===== config.mk =====
export PLATFORM = sky130hd
export DESIGN_NAME = alu_arbiter
export DESIGN_NICKNAME = d
export VERILOG_FILES = /design/src/rtl/alu_pkg.sv /design/src/rtl/rr_arb2.sv /design/src/rtl/alu_arbiter.sv
export SDC_FILE = /design/constraint.sdc
export NUM_CORES = 1
export LEC_CHECK = 0
export CAP_MARGIN = 10
export CORE_ASPECT_RATIO = 0.9
export CORE_MARGIN = 2
export CORE_UTILIZATION = 45
export DETAILED_ROUTE_END_ITERATION = 8
export GPL_TIMING_DRIVEN = 0
export PLACE_DENSITY = 0.79
export SLEW_MARGIN = 40
export SYNTH_ARGS = -nofsm -noshare
export SYNTH_HDL_FRONTEND = slang
export SYNTH_HIERARCHICAL = 1
export SYNTH_SLANG_ARGS = --single-unit

===== constraint.sdc =====
create_clock -name clk -period 2.7 [get_ports clk]
set_input_delay 0.81 -clock clk [delete_from_list [all_inputs] [get_ports clk]]
set_output_delay 0.81 -clock clk [all_outputs]
set_load 0.005 [all_outputs]

===== src/rtl/alu_pkg.sv =====
// Shared encodings and widths for the two-requester ALU arbiter.
package alu_pkg;

  localparam int DATA_W  = 4;
  localparam int SHAMT_W = 2;

  typedef enum logic [1:0] {
    OP_SRA = 2'b00,
    OP_SRL = 2'b01,
    OP_SUB = 2'b10,
    OP_ADD = 2'b11
  } op_e;

  typedef enum logic [1:0] {
    ST_IDLE = 2'b00,
    ST_EXEC = 2'b01,
    ST_RESP = 2'b10
  } state_e;

endpackage


===== src/rtl/rr_arb2.sv =====
// Two-requester arbiter: a sole requester wins, a tie goes to the requester
// named by ptr. Purely combinational; the owner keeps ptr.
module rr_arb2 (
  input  logic [1:0] valid,
  input  logic       ptr,
  output logic [1:0] grant
);

  // One-hot grant from the request vector and the priority pointer
  always_comb begin
    grant = 2'b00;
    unique case (valid)
      2'b01:   grant = 2'b01;
      2'b10:   grant = 2'b10;
      2'b11:   grant = ptr ? 2'b10 : 2'b01;
      default: grant = 2'b00;
    endcase
  end

endmodule


===== src/rtl/alu_arbiter.sv =====
// Two-requester round-robin front end to a 4-bit shift/add/sub ALU.
// One operation in flight: IDLE (grant) -> EXEC (compute) -> RESP (hold).
// Optional feature: define ALU_ARB_FLAGS_EN to add registered rsp_zero and
// rsp_carry outputs.
module alu_arbiter
  import alu_pkg::*;
#(
  parameter logic RR_INIT = 1'b0
) (
  input  logic               clk,
  input  logic               reset,
  input  logic               req0_valid,
  output logic               req0_ready,
  input  logic [1:0]         req0_op,
  input  logic [DATA_W-1:0]  req0_a,
  input  logic [DATA_W-1:0]  req0_b,
  input  logic [SHAMT_W-1:0] req0_c,
  input  logic               req1_valid,
  output logic               req1_ready,
  input  logic [1:0]         req1_op,
  input  logic [DATA_W-1:0]  req1_a,
  input  logic [DATA_W-1:0]  req1_b,
  input  logic [SHAMT_W-1:0] req1_c,
  output logic               rsp_valid,
  input  logic               rsp_ready,
  output logic               rsp_id,
  output logic [DATA_W-1:0]  rsp_data,
`ifdef ALU_ARB_FLAGS_EN
  output logic               rsp_zero,
  output logic               rsp_carry,
`endif
  output logic               busy
);

  state_e             state_q, state_d;
  logic               ptr_q;
  logic [1:0]         grant;
  logic [1:0]         req_ready;
  op_e                op_q;
  logic [DATA_W-1:0]  a_q, b_q;
  logic [SHAMT_W-1:0] c_q;
  logic               rsp_id_q;
  logic [DATA_W-1:0]  rsp_data_q;

  function automatic logic [DATA_W-1:0] alu_f(op_e op, logic [DATA_W-1:0] a,
                                              logic [DATA_W-1:0] b,
                                              logic [SHAMT_W-1:0] c);
    logic signed [DATA_W-1:0] sa;
    logic [DATA_W-1:0]        r;
    sa = a;
    unique case (op)
      OP_SRA:  r = sa >>> c;
      OP_SRL:  r = a >> c;
      OP_SUB:  r = a - b;
      default: r = a + b;
    endcase
    return r;
  endfunction

`ifdef ALU_ARB_FLAGS_EN
  // Carry-out for add, borrow for sub, nothing for shifts.
  function automatic logic carry_f(op_e op, logic [DATA_W-1:0] a,
                                   logic [DATA_W-1:0] b);
    logic cy;
    unique case (op)
      OP_SUB:  cy = (a < b);
      OP_ADD:  cy = (({1'b0, a} + {1'b0, b}) > 5'd15);
      default: cy = 1'b0;
    endcase
    return cy;
  endfunction
`endif

  rr_arb2 u_arb (
    .valid ({req1_valid, req0_valid}),
    .ptr   (ptr_q),
    .grant (grant)
  );

  // Readies only in IDLE and never while reset is asserted.
  assign req_ready  = (state_q == ST_IDLE && !reset) ? grant : 2'b00;
  assign req0_ready = req_ready[0];
  assign req1_ready = req_ready[1];
  assign rsp_valid  = (state_q == ST_RESP);
  assign busy       = (state_q != ST_IDLE);
  assign rsp_id     = rsp_id_q;
  assign rsp_data   = rsp_data_q;

  // Next-state logic for the single-issue sequencer
  always_comb begin
    state_d = state_q;
    unique case (state_q)
      ST_IDLE: if (|req_ready) state_d = ST_EXEC;
      ST_EXEC: state_d = ST_RESP;
      ST_RESP: if (rsp_ready) state_d = ST_IDLE;
      default: state_d = ST_IDLE;
    endcase
  end

  // State, priority pointer and response id; pointer moves to the loser
  always_ff @(posedge clk) begin
    if (reset) begin
      state_q  <= ST_IDLE;
      ptr_q    <= RR_INIT;
      rsp_id_q <= 1'b0;
    end else begin
      state_q <= state_d;
      if (|req_ready) begin
        ptr_q    <= req_ready[0];
        rsp_id_q <= req_ready[1];
      end
    end
  end

  // Operand capture on grant; no reset needed, consumed only in EXEC
  always_ff @(posedge clk) begin
    if (req_ready[1]) begin
      op_q <= op_e'(req1_op);
      a_q  <= req1_a;
      b_q  <= req1_b;
      c_q  <= req1_c;
    end else if (req_ready[0]) begin
      op_q <= op_e'(req0_op);
      a_q  <= req0_a;
      b_q  <= req0_b;
      c_q  <= req0_c;
    end
  end

  // Result register, loaded in EXEC and held through RESP
  always_ff @(posedge clk) begin
    if (reset) begin
      rsp_data_q <= '0;
    end else if (state_q == ST_EXEC) begin
      rsp_data_q <= alu_f(op_q, a_q, b_q, c_q);
    end
  end

`ifdef ALU_ARB_FLAGS_EN
  logic rsp_zero_q, rsp_carry_q;

  // Flags registered alongside the result
  always_ff @(posedge clk) begin
    if (reset) begin
      rsp_zero_q  <= 1'b0;
      rsp_carry_q <= 1'b0;
    end else if (state_q == ST_EXEC) begin
      rsp_zero_q  <= (alu_f(op_q, a_q, b_q, c_q) == '0);
      rsp_carry_q <= carry_f(op_q, a_q, b_q);
    end
  end

  assign rsp_zero  = rsp_zero_q;
  assign rsp_carry = rsp_carry_q;
`endif

endmodule

After elaboration in Yosys (flattened, before gate mapping)
Index checks and enable logic that the tools add are counted.

Shift operators: 2. Bitwise operators: 0. Divide/modulo/power cells: 0. Equality and inequality tests: 9. Multipliers: 0. $lt $le $gt $ge: 0. Add/sub/neg operators: 2. Multiplexer cells: 15. Reduce and logical (&&, ||, !) cells: 8.

Operators by type and width (number): two-way mux 2 bit (8); two-way mux 4 bit (4); one-hot mux 2 bit (3 select lines) (2); one-hot mux 4 bit (3 select lines) (1); == test 2 bit (second input constant) (4); == test 2 x 1 -> 1 bit (second input constant) (3); adder 4 bit (1); logical NOT 2 bit (2); != test 2 x 1 -> 1 bit (second input constant) (2); nonzero test 2 bit (2); right shift 4 x 2 -> 4 bit (1); >>> shifter 4 x 2 -> 4 bit (1); subtractor 4 bit (1); AND reduction 2 bit (1); OR reduction 2 bit (1); logical AND 1 bit (1); logical NOT 1 bit (1).

Input port bits: 29. Bits in writable memories: 0. Latch bits: 0. Memories kept: 0. Register bits after elaboration: 20. Bits in read-only memories: 0.

Logic depth before layout (Yosys ltp)
Gate-level depths: netlist (run 1).

Depth after elaboration: 6. Depth in mapped cells: 9. Gate-level depth less buffers: 9.

Hierarchy
The synthesis (run 1) kept the hierarchy.

Modules (own cells, without submodules): alu_arbiter (cells an instance 100, seq. area each 520.5 sq um, area each 1128.6 sq um, instances 1); rr_arb2 (cells an instance 3, seq. area each 0.0 sq um, area each 18.8 sq um, instances 1).

Worst setup path after synthesis (run 1)
Ideal clock, no wire load.

Kind: input to output. Start: input req1_valid. End: output req1_ready. Data arrival time: 1397 ps. Stages on the path: 4. Setup slack: 493 ps. Required time: 1890 ps. Cell sequence: a21boi_1 > and2_1 > buf_2 > buf_6.

Longest elaborated chain between the ends: 3. Elaborated cells on any way between the ends: 5.

RTL lines: start, declared (RTL line alu_arbiter.sv:18) `input logic req1_valid,`; == test 2 bit or == test 2 x 1 -> 1 bit (tied branches) (RTL line rr_arb2.sv:12) `unique case (valid)`; one-hot mux 2 bit (3 select lines) * (RTL line rr_arb2.sv:12); two-way mux 2 bit * (RTL line alu_arbiter.sv:81) `assign req_ready = (state_q == ST_IDLE && !reset) ? grant : 2'b00;`; end, declared (RTL line alu_arbiter.sv:19) `output logic req1_ready,`.

Every way passes the cells marked *; elsewhere a longest branch is shown, timed or not.

Worst setup path in the final report (run 1)
Start: input req1_valid. End: output req1_ready.

Longest elaborated chain between the ends: 3. Elaborated cells on any way between the ends: 5.

RTL lines: == test 2 bit or == test 2 x 1 -> 1 bit (tied branches) (RTL line rr_arb2.sv:12); one-hot mux 2 bit (3 select lines) * (RTL line rr_arb2.sv:12); net grant[1] (RTL line alu_arbiter.sv:37) `logic [1:0] grant;`; two-way mux 2 bit * (RTL line alu_arbiter.sv:81).

The timed path passes the listed nets; every way through them passes the cells marked *.

==> flow_summary.ini, run 1 <==
[critical_path]
start_kind = input pin
path_class = in -> out
required_ns = 1.89
critPathCaptureType = primary output
crit_family = buffers and inverters
r2r-start = b_q[0]
crit_arrival_ns = 1.74
reg2reg_slack_ns = 0.59
reg2reg_to = rsp_data[3]
cp.depth = 5
worstRegToRegCells = 9
slowest_stage = dlygate4sd2_1
crit_chain = dlygate4sd2_1 > a21boi_2 > and2_4 > buf_6 > dlygate4sd2_1
crit_buf_inv = 3
path_max_fanout = 2
cpMostUsedCell = dlygate4sd2_1
slowest_delay_ns = 0.25

[power_and_ir_drop]
ir_drop_mv = 0.528
p_per_area_mw_per_mm2 = 545
p_leak_nw = 0.666

[yosys]
synthTopCellsByCount = edfxtp_1, inv_1, dfxtp_1, mux2_2, nand2_1
ys_warn_count = 6
avgSynthCellArea_sq_um = 11.1
ys.flop_type = edfxtp_1
ys_seq_area_share_pct = 45.4
ys_ff_latch = 20
synth_nets = 137
synth_cell_type_count = 35
synth_area_sq_mm = 0.00115
synth_edf_count = 12
synthTopCellsByArea = edfxtp_1, dfxtp_1, mux2_2
synthArstFlopShare_pct = 0
syn_inst = 103
yosysTopAreaCellShare_pct = 31.4
synth_most_common_cell = edfxtp_1
yosysTopAreaCell = edfxtp_1

[die]
chipHeight_um = 51.9
dieArea_sq_mm = 0.00297
core_area_sq_mm = 0.00245
rows = 17
die_w_um = 57.2
ios = 38
start_util_pct = 46.9

[drt]
drc = 0
routedWlPerCell_um = 14.7
viasPerCell = 5.34
drtIter0Drc = 16
vias = 929
drtPass1Iterations = 4
drtAntennaViolNets = 0
wl_mm = 2.56

[cells_and_area]
regArea_sq_um = 520
finalNetCount = 181
layout-drive-gt1-share_pct = 17.8
multi_input_area_sq_um = 601
stdcell_count = 174
finish.utilization_pct = 67.1
diodes = 0
fillers = 196
design_area_sq_mm = 0.00164
area_growth_pct = 43.0

[placement]
dp_hpwl_mm = 1.96
portBuffers = 37
dp_cells = 168
place_congestion = 0.817
post_dp_cell_area_sq_mm = 0.00155

[clock_tree]
cts_tree = done
clk_pin_slew_ns = 0.11
clock_sinks = 20
clockBufferDepth = 2
root_buffer = clkbuf_4
htreeDepth = 1
clk-insertion-delay-late_ns = 0.30
cts_buffers = 3
holdBufCountCts = 0

[timing]
holdWs_ns = 0.507
clock_skew_ns = 0.00392
final.min_clock_period_ns = 2.55
rsz0062_at_grt = false
fin_crit_sh_pct = 94.6
setup_violations = 0
drv_slew = 0
setup-tns-final_ns = 0
fmaxAchievable_ghz = 0.391
worstMarginPinSlew_ns = 0.522
hold_viol_final = 0
max_slew_margin_pct = 65.2

[min_path]
holdPathEnd = rsp_id
hold_class = reg -> reg
min-delay-start = rsp_id
whs_path_depth = 1

[global_routing]
grtUsageMet2_pct = 35.8
groute.layer.met1.usage_pct = 21.3
grt-ovfl-total = 0
grt_usage_pct = 19.6
first_global_vias = 989
grt_start_max_net_pins = 16
antenna_found_initial = 0
grt_busiest_layer = met2
grt_pass1_wl_mm = 4.24
grtUsageMet3_pct = 5.22

[job]
maxCapViolCount = 0

[run_status]
status = finished clean
-- final cells by class --
type	instances	share of cell area, %
tap	28	2.14
multi-input combinational	72	36.6
clock buffer	3	1.37
sequential	20	31.7
inverter	9	2.06
clock inverter	1	1.83
buffer	1	0.687
timing repair buffer	40	23.6
-- worst reg2reg max path: cells and delay by family (launching register included) --
family                     cells  cell delay, ns
and+or+nand+nor                4            0.60
adders and majority gates      2            0.51
DFF                            1            0.47
muxes                          1            0.29
buffers and inverters          2            0.13
-- per-layer routing --
| metal | vias up | routed length (um) |
|---|---|---|
| met5 | - | 0 |
| met4 | 0 | 55 |
| met3 | 7 | 99 |
| met2 | 24 | 1340 |
| met1 | 444 | 1070 |
| li1 | 454 | - |
-- worst max path at each step --
| stage | startpoint | to | slack, ns |
|---|---|---|---|
| detailed placement | reset | req1_ready | -0.63 |
| CTS | req0_valid | req0_ready | 0.02 |
| finish | req1_valid | req1_ready | 0.15 |
| global route | req1_valid | req1_ready | 0.13 |
| floorplan | req1_valid | req1_ready | 0.49 |
| global placement | reset | req1_ready | -0.61 |
-- where the power goes --
group          internal (mW)  switching [mW]
sequential             0.365          0.0349
combinational          0.147           0.104
clock                  0.150          0.0937
total                  0.662           0.232
-- sequential cells by signal, indices dropped and copies added, names as in the netlist --
signal / cells
a_q: 4
b_q: 4
rsp_data: 4
c_q: 2
op_q: 2
state_q: 2
ptr_q: 1
rsp_id: 1
-- cell usage in the layout (no fill, tap or decap), types with 2 or more instances in the layout --
cell type / Yosys / final
buf_4: 0 / 3
dlygate4sd2_1: 0 / 3
xnor2_1: 3 / 3
nor2_1: 4 / 4
and2_4: 0 / 2
mux2i_1: 3 / 3
mux2_1: 6 / 6
or2_1: 2 / 2
o21ai_0: 6 / 6
dfxtp_1: 8 / 8
mux2_2: 7 / 7
clkbuf_4: 0 / 3
nand2b_1: 2 / 2
nand2_1: 7 / 7
nor2b_1: 2 / 2
clkdlybuf4s50_1: 0 / 32
edfxtp_1: 12 / 12
a21boi_2: 0 / 2
ha_1: 4 / 4
a21oi_1: 5 / 5
inv_1: 9 / 9
-- through the flow --
step | setup slack, ns | power (mW)
detailed placement | -0.630 | 0.646
global route | 0.132 | 0.946
finish | 0.145 | 0.894
floorplan | 0.493 | 0.532
CTS | 0.0163 | 0.893
global placement | -0.609 | 0.631
-- what timing repair did --
action	CTS	global route
setup endpoints to repair	2	1
gates resized for setup	15	2
setup buffers	2	1
cloned	0	0
pin swaps	3	0
-- kinds of logic (layout without fill, tap and decap cells) --
group	count (synthesis)	count (layout)	synth area share (%)
buffers and inverters	11	54	4.36
AO/OA/AOI/OAI	21	21	13.1
adder cells (fa/ha/maj)	5	5	6.11
multiplexers	16	16	15.4
AND/OR/NAND/NOR	26	26	12.7
flip-flops	20	20	45.4
XOR/XNOR	4	4	3.05
(Power assumes the default switching activity.)
==> inputs of run 2 (changes only) <==
--- a/config.mk
+++ b/config.mk
@@ -6,9 +6,9 @@
 export NUM_CORES = 1
 export LEC_CHECK = 0
 export CAP_MARGIN = 10
-export CORE_ASPECT_RATIO = 0.9
 export CORE_MARGIN = 2
 export CORE_UTILIZATION = 45
+export CTS_CLUSTER_SIZE = 16
 export DETAILED_ROUTE_END_ITERATION = 8
 export GPL_TIMING_DRIVEN = 0
 export PLACE_DENSITY = 0.79
@@ -17,3 +17,4 @@
 export SYNTH_HDL_FRONTEND = slang
 export SYNTH_HIERARCHICAL = 1
 export SYNTH_SLANG_ARGS = --single-unit
+export TNS_END_PERCENT = 20
==> run 2 against run 1 <==
Effect of this change:
- sequential share of layout area decreased by 0.38 points
- final cell count rose by 2.3%
- critical path depth unchanged
- register-to-register slack barely moved
- cell area grew 1.2%
- wire length shrank 9.7%
- first-iteration DRC count fell by 13%
- global-route usage decreased by 1.5 points
- largest cell class unchanged
- largest power group unchanged
==> flow_summary.ini, run 2 (same netlist as run 1, synthesis figures left out) <==
[cells_and_area]
design_area_sq_mm = 0.00166
fillers = 183
diodes = 0
layout_commonest_cell = clkdlybuf4s50_1
layout-drive-gt1-share_pct = 17.6
final_cell_mix = clkdlybuf4s50_1, edfxtp_1, inv_1
stdcell_count = 178
area_growth_pct = 44.7
finalNetCount = 183

[timing]
hold_viol_final = 0
worstMarginPinSlew_ns = 0.474
drv_slew = 0
fmaxAchievable_ghz = 0.389
setup_violations = 0
fin_crit_sh_pct = 95.2
final.min_clock_period_ns = 2.57
rsz0062_at_grt = false
clock_skew_ns = 0.00589
max_slew_margin_pct = 68.4

[die]
core_area_sq_mm = 0.00245
chipHeight_um = 54.5
rows = 18
start_util_pct = 46.7
ios = 38
die_w_um = 54.5
dieArea_sq_mm = 0.00297

[global_routing]
grt_usage_pct = 18.1
antenna_found_initial = 0
grt_pass1_wl_mm = 3.82
first_global_vias = 894
grt_start_max_net_pins = 16
grt-ovfl-total = 0

[clock_tree]
clock_sinks = 20
root_buffer = clkbuf_4
clk-insertion-delay-late_ns = 0.31
cts_buffers = 3
htreeDepth = 1
clk_pin_slew_ns = 0.12
cts_tree = done
clockBufferDepth = 2

[placement]
dp_cells = 170
post_dp_cell_area_sq_mm = 0.00156
portBuffers = 37
place_congestion = 0.807
dp_hpwl_mm = 1.78

[critical_path]
slowest_stage = dlygate4sd2_1
path_max_fanout = 2
critPathCaptureType = primary output
crit_chain = dlygate4sd2_1 > a21boi_2 > and2_1 > buf_6 > dlygate4sd2_1
crit_family = buffers and inverters
crit_arrival_ns = 1.76
path_class = in -> out
cp.depth = 5
cpMostUsedCell = dlygate4sd2_1
slowest_delay_ns = 0.27
required_ns = 1.89
crit_buf_inv = 3
worstRegToRegCells = 9
start_kind = input pin

[drt]
drtPass1Iterations = 4
routedWlPerCell_um = 13.0
drtIter0Drc = 14
wl_mm = 2.31
drtAntennaViolNets = 0
vias = 916
viasPerCell = 5.15
drc = 0

[min_path]
whs_path_depth = 1
hold_class = reg -> reg

[power_and_ir_drop]
p_per_area_mw_per_mm2 = 537
ir_drop_mv = 0.502
p_leak_nw = 0.677

[run_status]
status = finished clean

[job]
maxCapViolCount = 0
-- run 2: cell types whose count changed in the layout (fill, tap and decap cells not counted) --
| cell | previous run | this run |
|---|---|---|
| a21boi_2 | 2 | 1 |
| a21boi_4 | 0 | 1 |
| and2_1 | 0 | 1 |
| and2_4 | 2 | 1 |
| buf_2 | 1 | 0 |
| buf_4 | 3 | 5 |
| dlygate4sd2_1 | 3 | 4 |
| nor3_2 | 0 | 1 |
| nor3_4 | 1 | 0 |
-- run 2: path summary, 6_finish.rpt --
path	startpoint	slack, ns	end
max	req1_valid	0.13	req1_ready
min	rsp_id	0.50	rsp_id
max reg2reg	b_q[0]	0.59	rsp_data[3]
min reg2reg	rsp_id	0.50	rsp_id
-- run 2: what timing repair did --
item                       4_1_cts  5_1_grt
pin swaps                        0        1
hold endpoints to repair         0        0
setup buffers                    3        2
hold buffers                     0        0
gates resized for setup         11        2
setup endpoints to repair        2        2
-- run 2: layer usage --
| metal | vias to the layer above | wire length, um | global-route usage, % |
|---|---|---|---|
| li1 | 460 | - | - |
| met1 | 425 | 993 | 22.9 |
| met5 | - | 0 | 0 |
| met2 | 28 | 1190 | 30.7 |
| met4 | 0 | 23 | 5.00 |
| met3 | 3 | 101 | 4.37 |
-- run 2: power breakdown --
part | internal (mW) | total, mW | switching (mW)
sequential | 0.365 | 0.397 | 0.0327
combinational | 0.149 | 0.247 | 0.0985
clock | 0.150 | 0.247 | 0.0969
total | 0.663 | 0.891 | 0.228
-- run 2: final cells by class --
type	count	area [sq um]	share of cell area [%]
multi-input combinational	72	599	36.1
buffer	1	11.3	0.678
tap	30	37.5	2.26
clock buffer	3	22.5	1.36
timing repair buffer	42	405	24.4
sequential	20	520	31.3
inverter	9	33.8	2.03
clock inverter	1	30.0	1.81
-- run 2: through the flow --
stage                     total power [mW]  utilization [%]  setup TNS, ns  setup slack (ns)  hold WS, ns
after floorplan                      0.532                -              0             0.493        0.440
after global routing                 0.947             67.6              0            0.0387        0.520
after CTS                            0.893             66.6              0            0.0224        0.507
after detailed placement             0.641             63.4          -2.34            -0.633        0.475
after global placement               0.631             63.4          -1.77            -0.606        0.462
final                                0.891             67.6              0             0.130        0.501
